--- config.mk ---
export PLATFORM = sky130hd
export DESIGN_NAME = spi_word_serializer
export DESIGN_NICKNAME = d
export VERILOG_FILES = /design/src/rtl/spi_word_serializer.sv
export SDC_FILE = /design/constraint.sdc
export NUM_CORES = 1
export LEC_CHECK = 0
export BUFFER_PORTS_ARGS = -buffer_cell sky130_fd_sc_hd__buf_2
export CAP_MARGIN = 20
export CORE_MARGIN = 4
export CORE_UTILIZATION = 56
export DETAILED_ROUTE_END_ITERATION = 6
export PLACE_DENSITY = 0.79
export SLEW_MARGIN = 20
export SYNTH_ARGS = -nofsm -noshare
export SYNTH_HDL_FRONTEND = slang
export SYNTH_SLANG_ARGS = --single-unit
--- constraint.sdc ---
create_clock -name clk -period 2 [get_ports clk]
set_input_delay 0.5 -clock clk [delete_from_list [all_inputs] [get_ports clk]]
set_output_delay 0.5 -clock clk [all_outputs]
set_load 0.03 [all_outputs]
--- src/rtl/spi_word_serializer.sv ---
// spi_word_serializer: parallel-to-serial SPI (mode 0) transmit engine.
// A rising edge on ser_trigger latches data_in. The word is then shifted out
// inside a chip-select frame, and done pulses once when the frame ends.
// ser_reset aborts a frame synchronously and never produces done.
// Optional build macro SPI_SERIALIZER_LSB_FIRST_EN: transmit LSB first
// (default: MSB first). Timing and framing are the same in both builds.
module spi_word_serializer #(
    parameter int WIDTH   = 16,
    parameter int CLK_DIV = 4
) (
    input  logic             clk,
    input  logic             reset,
    input  logic             ser_reset,
    input  logic             ser_trigger,
    input  logic [WIDTH-1:0] data_in,
    output logic             busy,
    output logic             done,
    output logic             spi_cs_n,
    output logic             spi_sclk,
    output logic             spi_mosi
);

    localparam int DIV_W = (CLK_DIV > 1) ? $clog2(CLK_DIV) : 1;
    localparam int CNT_W = $clog2(WIDTH);
    localparam logic [DIV_W-1:0] DIV_LAST = DIV_W'(CLK_DIV - 1);
    localparam logic [CNT_W-1:0] CNT_LOAD = CNT_W'(WIDTH - 1);

    localparam logic [2:0] S_IDLE     = 3'd0;
    localparam logic [2:0] S_SHIFT_LO = 3'd1;
    localparam logic [2:0] S_SHIFT_HI = 3'd2;
    localparam logic [2:0] S_HOLD     = 3'd3;
    localparam logic [2:0] S_DONE     = 3'd4;

    logic [2:0]       state_q, state_d;
    logic [DIV_W-1:0] div_q, div_d;
    logic [CNT_W-1:0] cnt_q, cnt_d;
    logic [WIDTH-1:0] shreg_q, shreg_d;
    logic             trig_q, trig_d;
    logic             cs_n_q, cs_n_d;
    logic             sclk_q, sclk_d;
    logic             mosi_q, mosi_d;
    logic             busy_q, busy_d;
    logic             done_q, done_d;

    logic             first_bit;
    logic [WIDTH-1:0] shifted;
    logic             next_bit;
    logic             phase_end;

    // Bit order: which end of the word goes out first and which way the register moves.
`ifdef SPI_SERIALIZER_LSB_FIRST_EN
    assign first_bit = data_in[0];
    assign shifted   = shreg_q >> 1;
    assign next_bit  = shifted[0];
`else
    assign first_bit = data_in[WIDTH-1];
    assign shifted   = shreg_q << 1;
    assign next_bit  = shifted[WIDTH-1];
`endif

    assign phase_end = (div_q == DIV_LAST);

    // Next-state logic: frame sequencing, with ser_reset overriding everything last.
    always_comb begin
        state_d = state_q;
        div_d   = div_q + DIV_W'(1);
        cnt_d   = cnt_q;
        shreg_d = shreg_q;
        trig_d  = ser_trigger;
        cs_n_d  = cs_n_q;
        sclk_d  = sclk_q;
        mosi_d  = mosi_q;
        busy_d  = busy_q;
        done_d  = 1'b0;

        case (state_q)
            S_IDLE: begin
                div_d = '0;
                if (ser_trigger && !trig_q) begin
                    state_d = S_SHIFT_LO;
                    shreg_d = data_in;
                    cnt_d   = CNT_LOAD;
                    cs_n_d  = 1'b0;
                    busy_d  = 1'b1;
                    sclk_d  = 1'b0;
                    mosi_d  = first_bit;
                end
            end
            S_SHIFT_LO: begin
                if (phase_end) begin
                    state_d = S_SHIFT_HI;
                    div_d   = '0;
                    sclk_d  = 1'b1;
                end
            end
            S_SHIFT_HI: begin
                if (phase_end) begin
                    div_d  = '0;
                    sclk_d = 1'b0;
                    if (cnt_q != '0) begin
                        state_d = S_SHIFT_LO;
                        shreg_d = shifted;
                        mosi_d  = next_bit;
                        cnt_d   = cnt_q - CNT_W'(1);
                    end else begin
                        state_d = S_HOLD;
                        mosi_d  = 1'b0;
                    end
                end
            end
            S_HOLD: begin
                if (phase_end) begin
                    state_d = S_DONE;
                    div_d   = '0;
                    cs_n_d  = 1'b1;
                    busy_d  = 1'b0;
                    done_d  = 1'b1;
                end
            end
            S_DONE: begin
                // Trigger edges here are dropped; the edge register still tracks the input.
                state_d = S_IDLE;
                div_d   = '0;
            end
            default: begin
                state_d = S_IDLE;
                div_d   = '0;
                cs_n_d  = 1'b1;
                sclk_d  = 1'b0;
                mosi_d  = 1'b0;
                busy_d  = 1'b0;
            end
        endcase

        if (ser_reset) begin
            state_d = S_IDLE;
            div_d   = '0;
            cnt_d   = '0;
            shreg_d = '0;
            cs_n_d  = 1'b1;
            sclk_d  = 1'b0;
            mosi_d  = 1'b0;
            busy_d  = 1'b0;
            done_d  = 1'b0;
        end
    end

    // State and registered outputs, cleared asynchronously by reset.
    always_ff @(posedge clk or posedge reset) begin
        if (reset) begin
            state_q <= S_IDLE;
            div_q   <= '0;
            cnt_q   <= '0;
            shreg_q <= '0;
            trig_q  <= 1'b0;
            cs_n_q  <= 1'b1;
            sclk_q  <= 1'b0;
            mosi_q  <= 1'b0;
            busy_q  <= 1'b0;
            done_q  <= 1'b0;
        end else begin
            state_q <= state_d;
            div_q   <= div_d;
            cnt_q   <= cnt_d;
            shreg_q <= shreg_d;
            trig_q  <= trig_d;
            cs_n_q  <= cs_n_d;
            sclk_q  <= sclk_d;
            mosi_q  <= mosi_d;
            busy_q  <= busy_d;
            done_q  <= done_d;
        end
    end

    assign busy     = busy_q;
    assign done     = done_q;
    assign spi_cs_n = cs_n_q;
    assign spi_sclk = sclk_q;
    assign spi_mosi = mosi_q;

endmodule

==> results of run 1 <==
## final timing paths
path	slack [ns]	start	cells past startpoint	to
min in group clk	0.30	ser_trigger	1	trig_q
setup / recovery	0.19	cnt_q[0]	6	state_q[1]
hold / removal	0.19	reset	2	cnt_q[0]
setup reg to reg	0.19	cnt_q[0]	6	state_q[1]
max in group asynchronous	1.32	reset	3	state_q[0]
hold reg to reg	0.46	div_q[0]	1	div_q[0]
## layout by cell type (no fill, tap or decap), types with 2 or more instances in the layout
cell	synthesis	routed
buf_12	0	2
buf_4	3	6
or3b_4	1	2
inv_1	4	4
nand2_1	5	5
o21bai_1	2	2
nor2_1	29	29
a21oi_1	10	10
buf_2	0	24
a311oi_1	2	2
and3_1	3	3
nand2b_1	3	3
o21ai_0	4	4
a211oi_2	14	14
nor2b_1	3	3
ha_1	2	2
dfrtp_1	29	29
mux2i_1	15	15
clkbuf_4	0	5
## power groups by stage
stage	Combinational (mW)	Sequential, mW	Clock [mW]
6_report	0.223	0.666	0.386
5_1_grt	0.247	0.671	0.438
4_1_cts	0.223	0.665	0.401
3_5_place_dp	0.220	0.677	0
3_3_place_gp	0.211	0.675	0
2_1_floorplan	0.147	0.685	0
## flip-flops by register name, summed over array words and instances (netlist names)
signal	count
done	1
state_q	3
trig_q	1
spi_cs_n	1
spi_mosi	1
div_q	2
busy	1
shreg_q	15
spi_sclk	1
cnt_q	4
## layer usage
layer	GRT usage, %	wire length, µm	vias up
met3	6.29	177	9
li1	-	-	621
met2	31.8	1690	37
met1	24.1	1550	616
met5	0	0	-
met4	11.0	88	0
## stage by stage
stage	power, mW	util (%)	instance area (µm²)
finish	1.28	67.4	1890
detailed placement	0.897	65.1	1830
floorplan	0.832	-	1660
global placement	0.886	65.1	1830
CTS	1.29	67.3	1890
global route	1.36	67.4	1890
## cell usage after synthesis (all sizes together) (3+ instances only)
master and number:
clkbuf 6, o21ai 4, nor2b 3, nand2 5, mux2i 15, nand2b 3
buf 7, dfrtp 29, and3 3, nor2 29, a21oi 10, a211oi 14
inv 4
## cell type report
class                           count  area share [%]
Clock buffer                        7            2.91
Clock inverter                      1           0.265
Inverter                            4           0.794
Multi-Input combinational cell    112            43.3
Sequential cell                    30            39.8
Tap cell                           31            2.05
Timing Repair Buffer               32            10.9
## cells by family (layout without fill, tap and decap cells)
| logic type | after synthesis | after routing | share of synthesized area (%) |
|---|---|---|---|
| adders and majority gates | 2 | 2 | 1.51 |
| AOI/OAI and AO/OA | 42 | 42 | 22.4 |
| muxes | 15 | 15 | 9.04 |
| DFF | 30 | 30 | 45.3 |
| and+or+nand+nor | 53 | 53 | 15.9 |
| buffers and inverters | 17 | 44 | 5.88 |
## critical path: stages, from the launching register on
cell and delay (ns):
dfrtp_1 0.41, inv_1 0.09, ha_1 0.21, or3b_4 0.43, nor2_1 0.11, nor2_1 0.05, a2111oi_1 0.39
==> impl_metrics.tcl, run 1 <==
set metrics [dict create \
    h-tree-depth 2 \
    hold_class "in2async" \
    hold_slack_ns 0.192 \
    syn_to_final_growth_pct 13.9 \
    synth_cell_types 38 \
    grt_use_total_pct 20.0 \
    dr.pass1.iters 4 \
    final-setup-viol-count 0 \
    io_buffer_count 24 \
    synth-main-ff-cell "dfrtp_1" \
    yosys.area.top_type "dfrtp_1" \
    start_kind "register" \
    skew_ns 0.00903 \
    post-route-period-util_pct 90.7 \
    grt_max_degree 23 \
    cap_violations 0 \
    internal-power_uw 908 \
    antenna_found_initial 0 \
    clock_path_buffers 2 \
    syn_avg_cell_area_um2 10.4 \
    cts_resized 0 \
    worstPathRequired_ns 2.21 \
    initial_core_util_pct 59.2 \
    placed_cells 209 \
    yosysSeqAreaShare_pct 45.3 \
    drt_iter0_markers 39 \
    fillers 230 \
    ys_warn_count 0 \
    drc 0 \
    instances_no_fill 217 \
    core_area_mm2 0.00281 \
    die-area_mm2 0.00390 \
    ys_async_sr_fraction_pct 100 \
    power_frac_comb_pct 17.5 \
    num_vias 1283 \
    rsz0062_at_grt "false" \
    seq_power_share_pct 52.2 \
    post_cts_buffers 0 \
    tightest_slew_ns 0.559 \
    worst-path-max-fanout 4 \
    antenna_cells 0 \
    tritoncts "done" \
    fp-row-count 19 \
    hpwlAfterDp_um 2440 \
    syn-num-nets 181 \
    clkTransAtPathRegs_ns 0.10 \
    pre_cts_ws_ns 0.118 \
    clk-insertion-delay-late_ns 0.34 \
    grt_pass1_wl_um 5980 \
    regArea_um2 752 \
    cts-buffers-inserted 5 \
    max_slew_margin_pct 62.7 \
    outcome "finished clean" \
    p_sw_share_pct 28.8 \
    tns_ns 0 \
    place_congestion 0.846 \
    die_h_um 62.5 \
    drive_gt1_share_pct 31.2 \
    synth-seq-cells 30 \
    drv_slew 0 \
    power.density_mw_per_mm2 674 \
    drt-wirelength-per-cell_um 16.1 \
    die_w_um 62.5 \
    pwr-share-clk_pct 30.3 \
    nets 207 \
    setup.worst_path.class "reg2reg" \
    cts-root-buf "clkbuf_4" \
    grt_pass1_vias 1332 \
    clock-sinks 30 \
    synth_top_area_share_pct 43.7 \
    ant_nets 0 \
    cp_data_arrival_time_ns 2.02 \
    pin_count 25 \
    p_leak_nw 0.822 \
    multi_input_area_um2 820 \
    finalWirelength_um 3500 \
    hold_violations 0 \
    max-vdd-ir-drop_mv 0.434 \
    syn-cell-area_mm2 0.00166 \
    vias_per_cell 5.91 \
    syn_inst 159 \
    grt.overflow.total 0 \
    fin_ws_ns 0.186 \
    end_kind "register" \
    holdBufCountCts 0 \
    max_freq_mhz 551 \
    layout_min_cycle_time_ns 1.81 \
    power.net_switching_uw 367 \
    yosys-top-cells-area "dfrtp_1 (44%), a211oi_2 (11%), mux2i_1 (9.0%)" \
    synth_edf_count 0 \
]
No activity file was read; power rests on OpenSTA's default activity.
==> inputs of run 2 (changes only) <==
Settings changed: CELL_PAD_IN_SITES_DETAIL_PLACEMENT set to 0, CELL_PAD_IN_SITES_GLOBAL_PLACEMENT set to 1, CORE_UTILIZATION 56 to 44, PLACE_DENSITY 0.79 to unset, PLACE_DENSITY_LB_ADDON set to 0.1.
==> run 2 against run 1 <==
Compared with the run above: register-to-register slack better by 0.02 ns; sequential share of layout area fell by 1.1 points; via count down 3.0%; worst hold slack better by 0.043 ns; sequential cell count unchanged; fmax increased by 0.87%; cell area up 2.8%; combinational power down 4%; critical endpoint is now cnt_q[1].
==> impl_metrics.tcl, run 2 (synthesis gave the netlist of run 1 again) <==
set metrics [dict create \
    end_kind "register" \
    crit_end "cnt_q[1]" \
    power.density_mw_per_mm2 710 \
    vias_per_cell 5.34 \
    drt_iter0_markers 104 \
    grt.overflow.total 0 \
    drt-wirelength-per-cell_um 14.3 \
    antenna_found_initial 0 \
    antenna_cells 0 \
    hold_class "in2async" \
    fin_ws_ns 0.202 \
    holdBufCountCts 0 \
    final_cell_area_mm2 0.00194 \
    tns_ns 0 \
    core_area_mm2 0.00366 \
    clock_path_buffers 2 \
    pre_cts_ws_ns 0.160 \
    drc 0 \
    outcome "finished clean" \
    grt_pass1_vias 1299 \
    fp-row-count 22 \
    cts-root-buf "clkbuf_8" \
    tritoncts "done" \
    num_vias 1245 \
    fillers 335 \
    instances_no_fill 233 \
    placed_cells 225 \
    max-vdd-ir-drop_mv 0.393 \
    cap_violations 0 \
    cts-buffers-inserted 5 \
    r2r_end "cnt_q[1]" \
    post-route-period-util_pct 89.9 \
    hpwlAfterDp_um 2410 \
    place_congestion 0.814 \
    clkTransAtPathRegs_ns 0.07 \
    skew_ns 0.00452 \
    post_cts_buffers 0 \
    h-tree-depth 2 \
    clock-sinks 30 \
    ant_nets 0 \
    rr_startpoint "cnt_q[0]" \
    syn_to_final_growth_pct 17.1 \
    die-area_mm2 0.00482 \
    hold_violations 0 \
    top_register "shreg_q" \
    worst-path-max-fanout 32 \
    reg2reg_slack_ns 0.20 \
    grt_use_total_pct 14.9 \
    worstPathRequired_ns 2.18 \
    clk-insertion-delay-late_ns 0.28 \
    startpoint "cnt_q[0]" \
    start_kind "register" \
    die_w_um 69.4 \
    drv_slew 0 \
    total_power_mw 1.38 \
    rsz0062_at_grt "false" \
    drive_gt1_share_pct 30.8 \
    die_h_um 69.4 \
    nets 206 \
    biggestRegsByFlops "shreg_q (15), cnt_q (4), state_q (3)" \
    placed_area_mm2 0.00185 \
    final_core_util_pct 53.1 \
    initial_core_util_pct 45.4 \
    setup.worst_path.class "reg2reg" \
    max_freq_mhz 556 \
    max_slew_margin_pct 66.7 \
    grt_max_degree 33 \
    pin_count 25 \
    layout_min_cycle_time_ns 1.80 \
    cts_resized 0 \
    largest_reg_flops 15 \
    grt_pass1_wl_um 5790 \
    dr.pass1.iters 4 \
    final-setup-viol-count 0 \
    io_buffer_count 24 \
    hold_slack_ns 0.234 \
    reg2regPathDepth 6 \
    finalWirelength_um 3330 \
    p_leak_nw 0.831 \
    tightest_slew_ns 0.499 \
    cp_data_arrival_time_ns 1.98 \
    final_cell_mix "nor2_1 (29), dfrtp_1 (29), buf_2 (24)" \
]
run 2: layout make-up:
cell class | count | area, µm² | share of cell area [%]
Clock buffer | 7 | 86.3 | 4.44
Clock inverter | 1 | 5.00 | 0.257
Inverter | 4 | 15.0 | 0.772
Multi-Input combinational cell | 112 | 816 | 42.0
Sequential cell | 30 | 752 | 38.7
Tap cell | 48 | 60.1 | 3.09
Timing Repair Buffer | 31 | 210 | 10.8
run 2: report_power, final:
group	total (mW)	internal [mW]	leakage (nW)	switching (mW)
Sequential	0.666	0.644	0.399	0.0222
Clock	0.500	0.277	0.0482	0.223
Combinational	0.215	0.0910	0.384	0.124
run 2: routing by layer:
layer / vias up / track usage, % / part of all wire [%]
met1: 590 / 19.8 / 49
met2: 32 / 23.1 / 45
met4: 0 / 4.56 / 0.99
met3: 4 / 4.93 / 4.9
li1: 619 / - / -
met5: - / 0 / 0
run 2: how the worst min path moves through the flow:
stage | startpoint | endpoint | cells past startpoint
2_1_floorplan | div_q[0] | div_q[0] | 1
3_3_place_gp | div_q[0] | div_q[0] | 1
3_5_place_dp | div_q[0] | div_q[0] | 1
4_1_cts | reset | state_q[0] | 2
5_1_grt | reset | spi_sclk | 2
6_report | reset | state_q[0] | 2
run 2: critical path, cell delays in order, from the launching register on:
cell and delay (ns):
dfrtp_1 0.39, inv_1 0.08, ha_1 0.19, nor3b_1 0.41, o22ai_4 0.15, buf_12 0.20, a311oi_1 0.28
==> inputs of run 3 (changes only) <==
Settings changed: GPL_TIMING_DRIVEN set to 0.
==> run 3 against run 2 <==
Compared with the run above: clock power is 5.4% lower; via count rose by 3.1%; critical path type unchanged; critical path depth unchanged; critical endpoint is now state_q[1]; power is 2.0% lower; global-route usage up 0.36 points; utilization shrank 0.72 points; first-iteration DRC count down 19%; sequential share of layout area rose by 0.53 points.
==> impl_metrics.tcl, run 3 (synthesis gave the netlist of run 1 again) <==
set metrics [dict create \
    cp_common_cell "nor2_1" \
    rr_startpoint "cnt_q[0]" \
    final_cell_mix "nor2_1 (29), dfrtp_1 (29), buf_2 (23)" \
    power.net_switching_uw 358 \
    grt_max_degree 31 \
    crit_family "simple AND/OR/NAND/NOR gates" \
    reg2regPathDepth 6 \
    largest_reg_flops 15 \
    worstPathRequired_ns 2.14 \
    grt_pass1_wl_um 5920 \
    grt_use_total_pct 15.3 \
    tns_ns 0 \
    r2r_end "state_q[1]" \
    cp_cell_sequence "inv_1 > ha_1 > or3b_2 > nor2_1 > nor2_1 > a2111oi_0" \
    clkTransAtPathRegs_ns 0.06 \
    hold_violations 0 \
    drc 0 \
    grt_pass1_vias 1258 \
    die_w_um 69.4 \
    syn_to_final_growth_pct 15.5 \
    grt.overflow.total 0 \
    placed_area_mm2 0.00184 \
    start_kind "register" \
    max_slew_margin_pct 56.3 \
    biggestRegsByFlops "shreg_q (15), cnt_q (4), state_q (3)" \
    die-area_mm2 0.00482 \
    cap_violations 0 \
    holdBufCountCts 0 \
    tightest_slew_ns 0.656 \
    max-vdd-ir-drop_mv 0.349 \
    initial_core_util_pct 45.4 \
    post-route-period-util_pct 92.4 \
    end_kind "register" \
    finalWirelength_um 3410 \
    final_cell_area_mm2 0.00192 \
    seq_power_share_pct 49.3 \
    startpoint "cnt_q[0]" \
    fp-row-count 22 \
    post_cts_buffers 0 \
    max_freq_mhz 541 \
    p_sw_share_pct 26.4 \
    cpPeakStageDelay_ns 0.51 \
    core_area_mm2 0.00366 \
    pin_count 25 \
    hpwlAfterDp_um 2490 \
    layout_min_cycle_time_ns 1.85 \
    cts-root-buf "clkbuf_8" \
    final-setup-viol-count 0 \
    drt-wirelength-per-cell_um 14.4 \
    cp.buffers_inverters 1 \
    num_vias 1284 \
    hold_class "in2async" \
    pwr-share-clk_pct 35.0 \
    clock-sinks 30 \
    place_congestion 0.832 \
    p_leak_nw 0.813 \
    outcome "finished clean" \
    final_core_util_pct 52.4 \
    cp_data_arrival_time_ns 1.99 \
    clk-insertion-delay-late_ns 0.27 \
    power.density_mw_per_mm2 706 \
    slowest_stage "or3b_2" \
    io_buffer_count 23 \
    die_h_um 69.4 \
    top_register "shreg_q" \
    drive_gt1_share_pct 28.7 \
    nets 211 \
    setup.worst_path.class "reg2reg" \
    cts-buffers-inserted 5 \
    vias_per_cell 5.44 \
    rsz0062_at_grt "false" \
    power_frac_comb_pct 15.7 \
    internal-power_uw 996 \
    reg2reg_slack_ns 0.15 \
    fillers 347 \
    cts_resized 0 \
    skew_ns 0.00258 \
    total_power_mw 1.35 \
    antenna_found_initial 0 \
    worst-path-max-fanout 4 \
    tritoncts "done" \
    drt_iter0_markers 84 \
    h-tree-depth 2 \
    antenna_cells 0 \
    ant_nets 0 \
    clock_path_buffers 2 \
    drv_slew 0 \
    dr.pass1.iters 4 \
]
[run 3: layout make-up]
class,count,area [µm²],share of cell area (%)
Multi-Input combinational cell,112,811,42.3
Sequential cell,30,752,39.2
Timing Repair Buffer,23,115,6.00
Clock buffer,6,82.6,4.31
Buffer,13,82.6,4.31
Tap cell,48,60.1,3.13
Inverter,4,15.0,0.783
[run 3: routing by layer]
| metal | GRT usage, % | routed length, µm | vias up |
|---|---|---|---|
| met5 | 0 | 0 | - |
| met4 | 6.29 | 64 | 0 |
| met3 | 4.20 | 202 | 8 |
| met2 | 21.6 | 1500 | 37 |
| met1 | 21.9 | 1640 | 612 |
| li1 | - | - | 627 |
[run 3: stage by stage]
| stage | worst slack [ns] | hold WS (ns) | instances |
|---|---|---|---|
| finish | 0.152 | 0.306 | 236 |
| global route | 0.0241 | 0.348 | 236 |
| CTS | 0.143 | 0.323 | 236 |
| detailed placement | 0.155 | 0.443 | 230 |
| global placement | 0.176 | 0.428 | 230 |
| floorplan | 0.352 | 0.419 | 159 |
[run 3: how the worst max path moves through the flow]
stage,endpoint,depth (start not counted)
2_1_floorplan,state_q[1],6
3_3_place_gp,shreg_q[7],6
3_5_place_dp,state_q[1],6
4_1_cts,state_q[1],6
5_1_grt,state_q[1],6
6_report,state_q[1],6
[run 3: power groups by stage]
stage	clock network [mW]	logic [mW]	registers, mW
finish	0.473	0.213	0.667
global route	0.509	0.240	0.672
CTS	0.492	0.215	0.667
detailed placement	0	0.215	0.678
global placement	0	0.210	0.676
floorplan	0	0.147	0.685
